`config.mk`:
```
export PLATFORM = sky130hd
export DESIGN_NAME = pulse_sequencer
export DESIGN_NICKNAME = d
export VERILOG_FILES = /design/src/rtl/pulse_seq_pkg.sv /design/src/rtl/phase_timer.sv /design/src/rtl/pulse_sequencer.sv
export SDC_FILE = /design/constraint.sdc
export NUM_CORES = 1
export LEC_CHECK = 0
export CORE_MARGIN = 8
export CORE_UTILIZATION = 45
export CTS_BUF_LIST = sky130_fd_sc_hd__clkbuf_16
export CTS_CLUSTER_DIAMETER = 200
export DETAILED_ROUTE_END_ITERATION = 8
export GPL_TIMING_DRIVEN = 1
export MAX_ROUTING_LAYER = met4
export PLACE_DENSITY = 0.65
export RECOVER_POWER = 25
export SLEW_MARGIN = 20
export SYNTH_ARGS = -nofsm -noshare
export SYNTH_HDL_FRONTEND = slang
export SYNTH_HIERARCHICAL = 1
export SYNTH_SLANG_ARGS = --single-unit
```
`constraint.sdc`:
```
create_clock -name clock -period 4.58 [get_ports clock]
set_input_delay 0.687 -clock clock [delete_from_list [all_inputs] [get_ports clock]]
set_output_delay 0.687 -clock clock [all_outputs]
set_load 0.005 [all_outputs]
```
`src/rtl/pulse_seq_pkg.sv`:
```
// Shared definitions for the pulse sequencer: state encoding and default field width.
package pulse_seq_pkg;

  // Default width of the length, count and progress fields.
  localparam int unsigned DefaultW = 8;

  // State encoding.
  localparam logic [1:0] IDLE = 2'd0;
  localparam logic [1:0] HIGH = 2'd1;
  localparam logic [1:0] LOW  = 2'd2;
  localparam logic [1:0] DONE = 2'd3;

  typedef enum logic [1:0] {
    StIdle = IDLE,
    StHigh = HIGH,
    StLow  = LOW,
    StDone = DONE
  } state_e;

endpackage

```
`src/rtl/phase_timer.sv`:
```
// Loadable W-bit down-counter timing one high or low phase. Loading a length of
// len stores len-1 (a length of 0 is clamped to 1); `zero` marks the last cycle.
module phase_timer
  import pulse_seq_pkg::*;
#(
  parameter int unsigned W = DefaultW
) (
  input  logic         clock,
  input  logic         reset,
  input  logic         load,
  input  logic [W-1:0] value,
  output logic         zero
);

  logic [W-1:0] cnt_q;

  // Load len-1 on phase entry, otherwise count down and rest at zero.
  always_ff @(posedge clock or posedge reset) begin
    if (reset) begin
      cnt_q <= '0;
    end else if (load) begin
      cnt_q <= (value == '0) ? '0 : value - W'(1);
    end else if (cnt_q != '0) begin
      cnt_q <= cnt_q - W'(1);
    end
  end

  assign zero = (cnt_q == '0);

endmodule

```
`src/rtl/pulse_sequencer.sv`:
```
// Programmable pulse-train controller: drives `signal` high for high_len cycles and
// low for low_len cycles, count times, then strobes `done` for one cycle.
// Optional feature: define PULSE_SEQ_CONT_EN to make count=0 mean "run until stop".
module pulse_sequencer
  import pulse_seq_pkg::*;
#(
  parameter int unsigned W = DefaultW
) (
  input  logic         clock,
  input  logic         reset,
  input  logic         start,
  input  logic         stop,
  input  logic [W-1:0] high_len,
  input  logic [W-1:0] low_len,
  input  logic [W-1:0] count,
  output logic         signal,
  output logic         busy,
  output logic         done,
  output logic [W-1:0] pulses_sent
);

  state_e       state_q;
  logic [W-1:0] high_q;
  logic [W-1:0] low_q;
  logic [W-1:0] count_q;
  logic [W-1:0] pulses_q;
  logic         signal_q;
  logic         busy_q;
  logic         done_q;

  logic         timer_load;
  logic [W-1:0] timer_value;
  logic         timer_zero;

  logic         start_empty;
  logic         train_end;
  logic [W-1:0] pulses_inc;

`ifdef PULSE_SEQ_CONT_EN
  // count=0 runs until stop, so the termination compare only applies to non-zero counts.
  assign start_empty = 1'b0;
  assign train_end   = (count_q != '0) && (pulses_q == count_q);
`else
  assign start_empty = (count == '0);
  assign train_end   = (pulses_q == count_q);
`endif

  // Saturating increment; only reachable at the top in continuous mode.
  assign pulses_inc = (pulses_q == '1) ? pulses_q : pulses_q + W'(1);

  // Reload the phase timer whenever a HIGH or LOW phase is entered.
  always_comb begin
    timer_load  = 1'b0;
    timer_value = high_q;
    case (state_q)
      StIdle: begin
        if (start) begin
          timer_load  = 1'b1;
          timer_value = high_len;
        end
      end
      StHigh: begin
        if (!stop && timer_zero) begin
          timer_load  = 1'b1;
          timer_value = low_q;
        end
      end
      StLow: begin
        if (!stop && timer_zero && !train_end) begin
          timer_load  = 1'b1;
          timer_value = high_q;
        end
      end
      default: begin
        timer_load  = 1'b0;
        timer_value = high_q;
      end
    endcase
  end

  phase_timer #(
    .W(W)
  ) u_timer (
    .clock(clock),
    .reset(reset),
    .load (timer_load),
    .value(timer_value),
    .zero (timer_zero)
  );

  // Sequencing FSM with parameter latches, progress counter and registered outputs.
  always_ff @(posedge clock or posedge reset) begin
    if (reset) begin
      state_q  <= StIdle;
      high_q   <= '0;
      low_q    <= '0;
      count_q  <= '0;
      pulses_q <= '0;
      signal_q <= 1'b0;
      busy_q   <= 1'b0;
      done_q   <= 1'b0;
    end else begin
      done_q <= 1'b0;
      case (state_q)
        StIdle: begin
          // start wins over a simultaneous stop, which is ignored here.
          if (start) begin
            high_q   <= high_len;
            low_q    <= low_len;
            count_q  <= count;
            pulses_q <= '0;
            if (start_empty) begin
              state_q <= StDone;
              done_q  <= 1'b1;
            end else begin
              state_q  <= StHigh;
              signal_q <= 1'b1;
              busy_q   <= 1'b1;
            end
          end
        end
        StHigh: begin
          if (stop) begin
            // A partial high phase is not counted.
            state_q  <= StDone;
            signal_q <= 1'b0;
            busy_q   <= 1'b0;
            done_q   <= 1'b1;
          end else if (timer_zero) begin
            pulses_q <= pulses_inc;
            state_q  <= StLow;
            signal_q <= 1'b0;
          end
        end
        StLow: begin
          if (stop) begin
            state_q  <= StDone;
            signal_q <= 1'b0;
            busy_q   <= 1'b0;
            done_q   <= 1'b1;
          end else if (timer_zero) begin
            if (train_end) begin
              state_q <= StDone;
              busy_q  <= 1'b0;
              done_q  <= 1'b1;
            end else begin
              state_q  <= StHigh;
              signal_q <= 1'b1;
            end
          end
        end
        StDone: begin
          state_q <= StIdle;
        end
        default: begin
          state_q <= StIdle;
        end
      endcase
    end
  end

  assign signal      = signal_q;
  assign busy        = busy_q;
  assign done        = done_q;
  assign pulses_sent = pulses_q;

endmodule

```
==> parameters.txt <==
Parameter                              Value

Floorplan
  Die outline area ... 8660 µm²
  Die width ... 93.1 µm
  Boundary pin count ... 39
  Vertical die dimension ... 93.1 µm
  Number of core rows ... 28
  Area inside the core boundary ... 5820 µm²
  Initial core utilization ... 46.0%

STA
  Final Hold Viols ... 0
  Clock period minus final worst setup slack ... 3.62 ns
  Worst clock skew on the final layout ... 0.00525 ns
  Setup repair after global routing missed its margin ... no
  Setup total negative slack ... 0 ns
  Finish-stage setup viols ... 0
  Share of the clock period used by the worst path after layout ... 79.1%
  Tightest Pin Transition ... 0.877 ns
  Achievable clock frequency ... 0.276 GHz
  Smallest setup slack after layout ... 0.956 ns
  Final max-slew violation count ... 0
  Headroom to the max-slew limit ... 41.5%

CTS
  Quantity of gates resized following cts ... 0
  Total clock sinks ... 45
  Post-CTS repair timing setup buffer count ... 0
  Clock buffer depth ... 2
  CTS root buffer ... sky130_fd_sc_hd__clkbuf_16
  Latest clock arrival within the worst-skew pair ... 0.28 ns
  Clock buffer count from CTS ... 5
  CTS tree ... built
  Post-cts hold buffer count ... 0
  H-tree depth ... 2
  Clock-pin slew reported for the worst setup and hold paths after clock tree synthesis ... 0.06 ns

Pwr
  Power per cell area ... 645 nW/µm²
  Worst vdd rail ir drop ... 0.000339 V
  Total leakage power ... 1.48 nW

Critical path
  Crit Reg-Reg Startpoint ... u_timer/cnt_q[4]
  CP Max Fanout ... 11
  CP Capture Point ... u_timer/cnt_q[4]
  Delay of the slowest critical-path stage ... 0.57 ns
  Origin of the worst setup path ... u_timer/cnt_q[4]
  CP max-delay cell ... sky130_fd_sc_hd__or4_4
  Launching element type of the critical path ... flip-flop
  FF-to-FF path depth ... 11
  Worst setup EP type ... flip-flop
  Setup CP Type ... flip-flop to flip-flop
  FF-to-FF End ... u_timer/cnt_q[4]
  CP dominant cell by count ... sky130_fd_sc_hd__or4_4
  CP required ... 4.74 ns
  Critical Path, Cell by Cell ... or4_4 > nor3_4 > buf_4 > and2b_1 > o21ai_1 > a222oi_1 > inv_1 > or4_4 > o41ai_4 > a2bb2oi_1 > a21oi_1
  FF-to-FF setup slack ... 0.96 ns
  Data arrival time at the worst-slack endpoint ... 3.79 ns

Synth
  Share of flip-flops with an asynchronous set or reset ... 100%
  Flops & latches, synth ... 45
  Synthesis Warnings ... 6
  Number of distinct library cells after synthesis ... 50
  Post-synth EDFFs ... 0
  Portion of the post-synthesis area used by sequential elements ... 42.1%
  Largest area contributor in the synthesized netlist ... sky130_fd_sc_hd__dfrtp_1
  Post-Synthesis Net Count ... 335
  Synth Instances ... 299
  Area of the mapped netlist ... 2670 µm²
  Most common cell in the synthesized netlist ... sky130_fd_sc_hd__nand2_1
  Most common library cells after synthesis ... sky130_fd_sc_hd__nand2_1 (77), sky130_fd_sc_hd__dfrtp_1 (45), sky130_fd_sc_hd__inv_1 (23)
  Area share of the largest cell type after synthesis ... 42.1%
  Average size of a mapped cell ... 8.94 µm²
  Top FF cell, synth ... sky130_fd_sc_hd__dfrtp_1
  Ranking of synthesized cells by area ... sky130_fd_sc_hd__dfrtp_1 (42%), sky130_fd_sc_hd__nand2_1 (11%), sky130_fd_sc_hd__ha_1 (3.7%)

GRT
  Overall global routing resource usage ... 15.0%
  GRT overflow ... 0
  Global-route wire length before repair ... 10.5 mm
  Via count of the first global-routing pass ... 2181
  Antenna violations before repair ... 0
  Pin count of the biggest net entering global routing ... 28

Routing
  Count of antenna-violating nets left after detailed routing ... 0
  Highest signal layer in the routed design ... met4
  Routed met2 length ... 2.61 mm
  Routed wire per std cell ... 14.7 µm
  DR vias/cell ... 5.35
  Via count ... 2206
  Detailed-route wire length ... 6.06 mm
  Routed wl met3 ... 226 µm
  First-pass detailed-route iteration total ... 6
  Wire length on met1 ... 3.19 mm
  Final routed DRC violation total ... 0
  Iteration-0 DRC Markers ... 113

Final layout
  Layout cell share with drive strength beyond 1 ... 7.12%
  Fill cell instance count of the final layout ... 562
  Antenna cells ... 0
  Area Overhead vs Synth ... 22.0%
  Final std cells w/o fill ... 412
  Fin nets ... 372

Outcome
  Outcome ... finished, final reports clean

Placement
  Port bufs ... 38
  RD Place Congestion ... 0.839
  HPWL Detailed ... 4.51 mm
  Placement-stage worst setup slack ... 0.977 ns
  Post-placement cell count ... 404

Flow run
  Max Cap Violations ... 0

Worst hold path
  Min-delay worst type ... flip-flop to flip-flop
-- how the worst min path moves through the flow --
stage	startpoint	end	depth (start not counted)
2_1_floorplan	low_q[0]	low_q[0]	2
3_3_place_gp	high_q[1]	high_q[1]	2
3_5_place_dp	high_q[4]	high_q[4]	2
4_1_cts	high_q[4]	high_q[4]	2
5_1_grt	high_q[7]	high_q[7]	2
6_report	high_q[5]	high_q[5]	2
-- state kept, by name (all words and copies together), names as in the netlist --
signal and count:
busy 1, u_timer/cnt_q 8, state_q 2, high_q 8
done 1, count_q 8, pulses_sent 8, low_q 8
signal 1
-- power by group --
| part | leakage (nW) | internal [mW] | switching [mW] | total (mW) |
|---|---|---|---|---|
| combinational | 0.841 | 0.461 | 0.583 | 1.04 |
| sequential | 0.567 | 0.569 | 0.136 | 0.705 |
| clock | 0.0712 | 0.200 | 0.151 | 0.352 |
-- layout by cell type (no fill, tap or decap), types with 2 or more instances in the layout --
| cell type | n |
|---|---|
| sky130_fd_sc_hd__nand3_1 | 3 |
| sky130_fd_sc_hd__o2bb2ai_1 | 3 |
| sky130_fd_sc_hd__a222oi_1 | 8 |
| sky130_fd_sc_hd__xnor2_1 | 9 |
| sky130_fd_sc_hd__nor4_2 | 2 |
| sky130_fd_sc_hd__or3_1 | 7 |
| sky130_fd_sc_hd__nor3_4 | 2 |
| sky130_fd_sc_hd__buf_4 | 3 |
| sky130_fd_sc_hd__nand2b_1 | 8 |
| sky130_fd_sc_hd__inv_1 | 23 |
| sky130_fd_sc_hd__clkbuf_16 | 5 |
| sky130_fd_sc_hd__ha_1 | 8 |
| sky130_fd_sc_hd__o22ai_1 | 2 |
| sky130_fd_sc_hd__nand2_1 | 77 |
| sky130_fd_sc_hd__a21oi_1 | 12 |
| sky130_fd_sc_hd__clkdlybuf4s50_1 | 37 |
| sky130_fd_sc_hd__nor2_1 | 9 |
| sky130_fd_sc_hd__nor3b_1 | 4 |
| sky130_fd_sc_hd__dfrtp_1 | 45 |
| sky130_fd_sc_hd__nor3_1 | 4 |
| sky130_fd_sc_hd__or4_1 | 4 |
| sky130_fd_sc_hd__xor2_1 | 10 |
| sky130_fd_sc_hd__mux2i_1 | 2 |
| sky130_fd_sc_hd__o21ai_0 | 11 |
| sky130_fd_sc_hd__nor4_1 | 2 |
| sky130_fd_sc_hd__o31ai_1 | 3 |
| sky130_fd_sc_hd__and2_1 | 2 |
| sky130_fd_sc_hd__or4_4 | 3 |
| sky130_fd_sc_hd__nand4_1 | 5 |
-- layout make-up --
class                           count  area [µm²]  share of cell area [%]
Clock buffer                        5         125                    3.84
Clock inverter                      3        17.5                   0.537
Inverter                           23        86.3                    2.65
Multi-Input combinational cell    220        1410                    43.2
Sequential cell                    45        1130                    34.5
Tap cell                           75        93.8                    2.88
Timing Repair Buffer               41         403                    12.4
-- cell families (layout without fill, tap and decap cells) --
family | Yosys count | count (layout) | synth area share, %
AOI/OAI and AO/OA | 55 | 55 | 15.9
xor gates and xnor gates | 19 | 19 | 6.23
adders and majority gates | 8 | 8 | 3.75
buffers and inverters | 34 | 72 | 5.20
DFF | 45 | 45 | 42.1
muxes | 3 | 3 | 1.31
and+or+nand+nor | 135 | 135 | 25.5
-- metrics by stage --
stage | util [%] | power, mW | instance area, µm² | hold slack [ns]
3_3_place_gp | 53.6 | 1.74 | 3120 | 0.460
5_1_grt | 56.0 | 2.30 | 3260 | 0.505
3_5_place_dp | 53.6 | 1.75 | 3120 | 0.467
2_1_floorplan | - | 1.49 | 2670 | 0.446
6_report | 56.0 | 2.10 | 3260 | 0.482
4_1_cts | 56.0 | 2.11 | 3260 | 0.482
-- critical path: cells and delay by family, from the launching register on --
kind	cells	cell delay (ns)
DFF	1	0.41
and+or+nand+nor	4	1.49
buffers and inverters	2	0.33
AOI/OAI and AO/OA	5	1.25
-- metal layers --
metal | up-vias | GRT usage, %
li1 | 1117 | -
met1 | 1035 | 21.9
met2 | 50 | 20.2
met3 | 4 | 3.13
met4 | 0 | 4.56
met5 | - | -
Power figures use the tool's default switching activity.
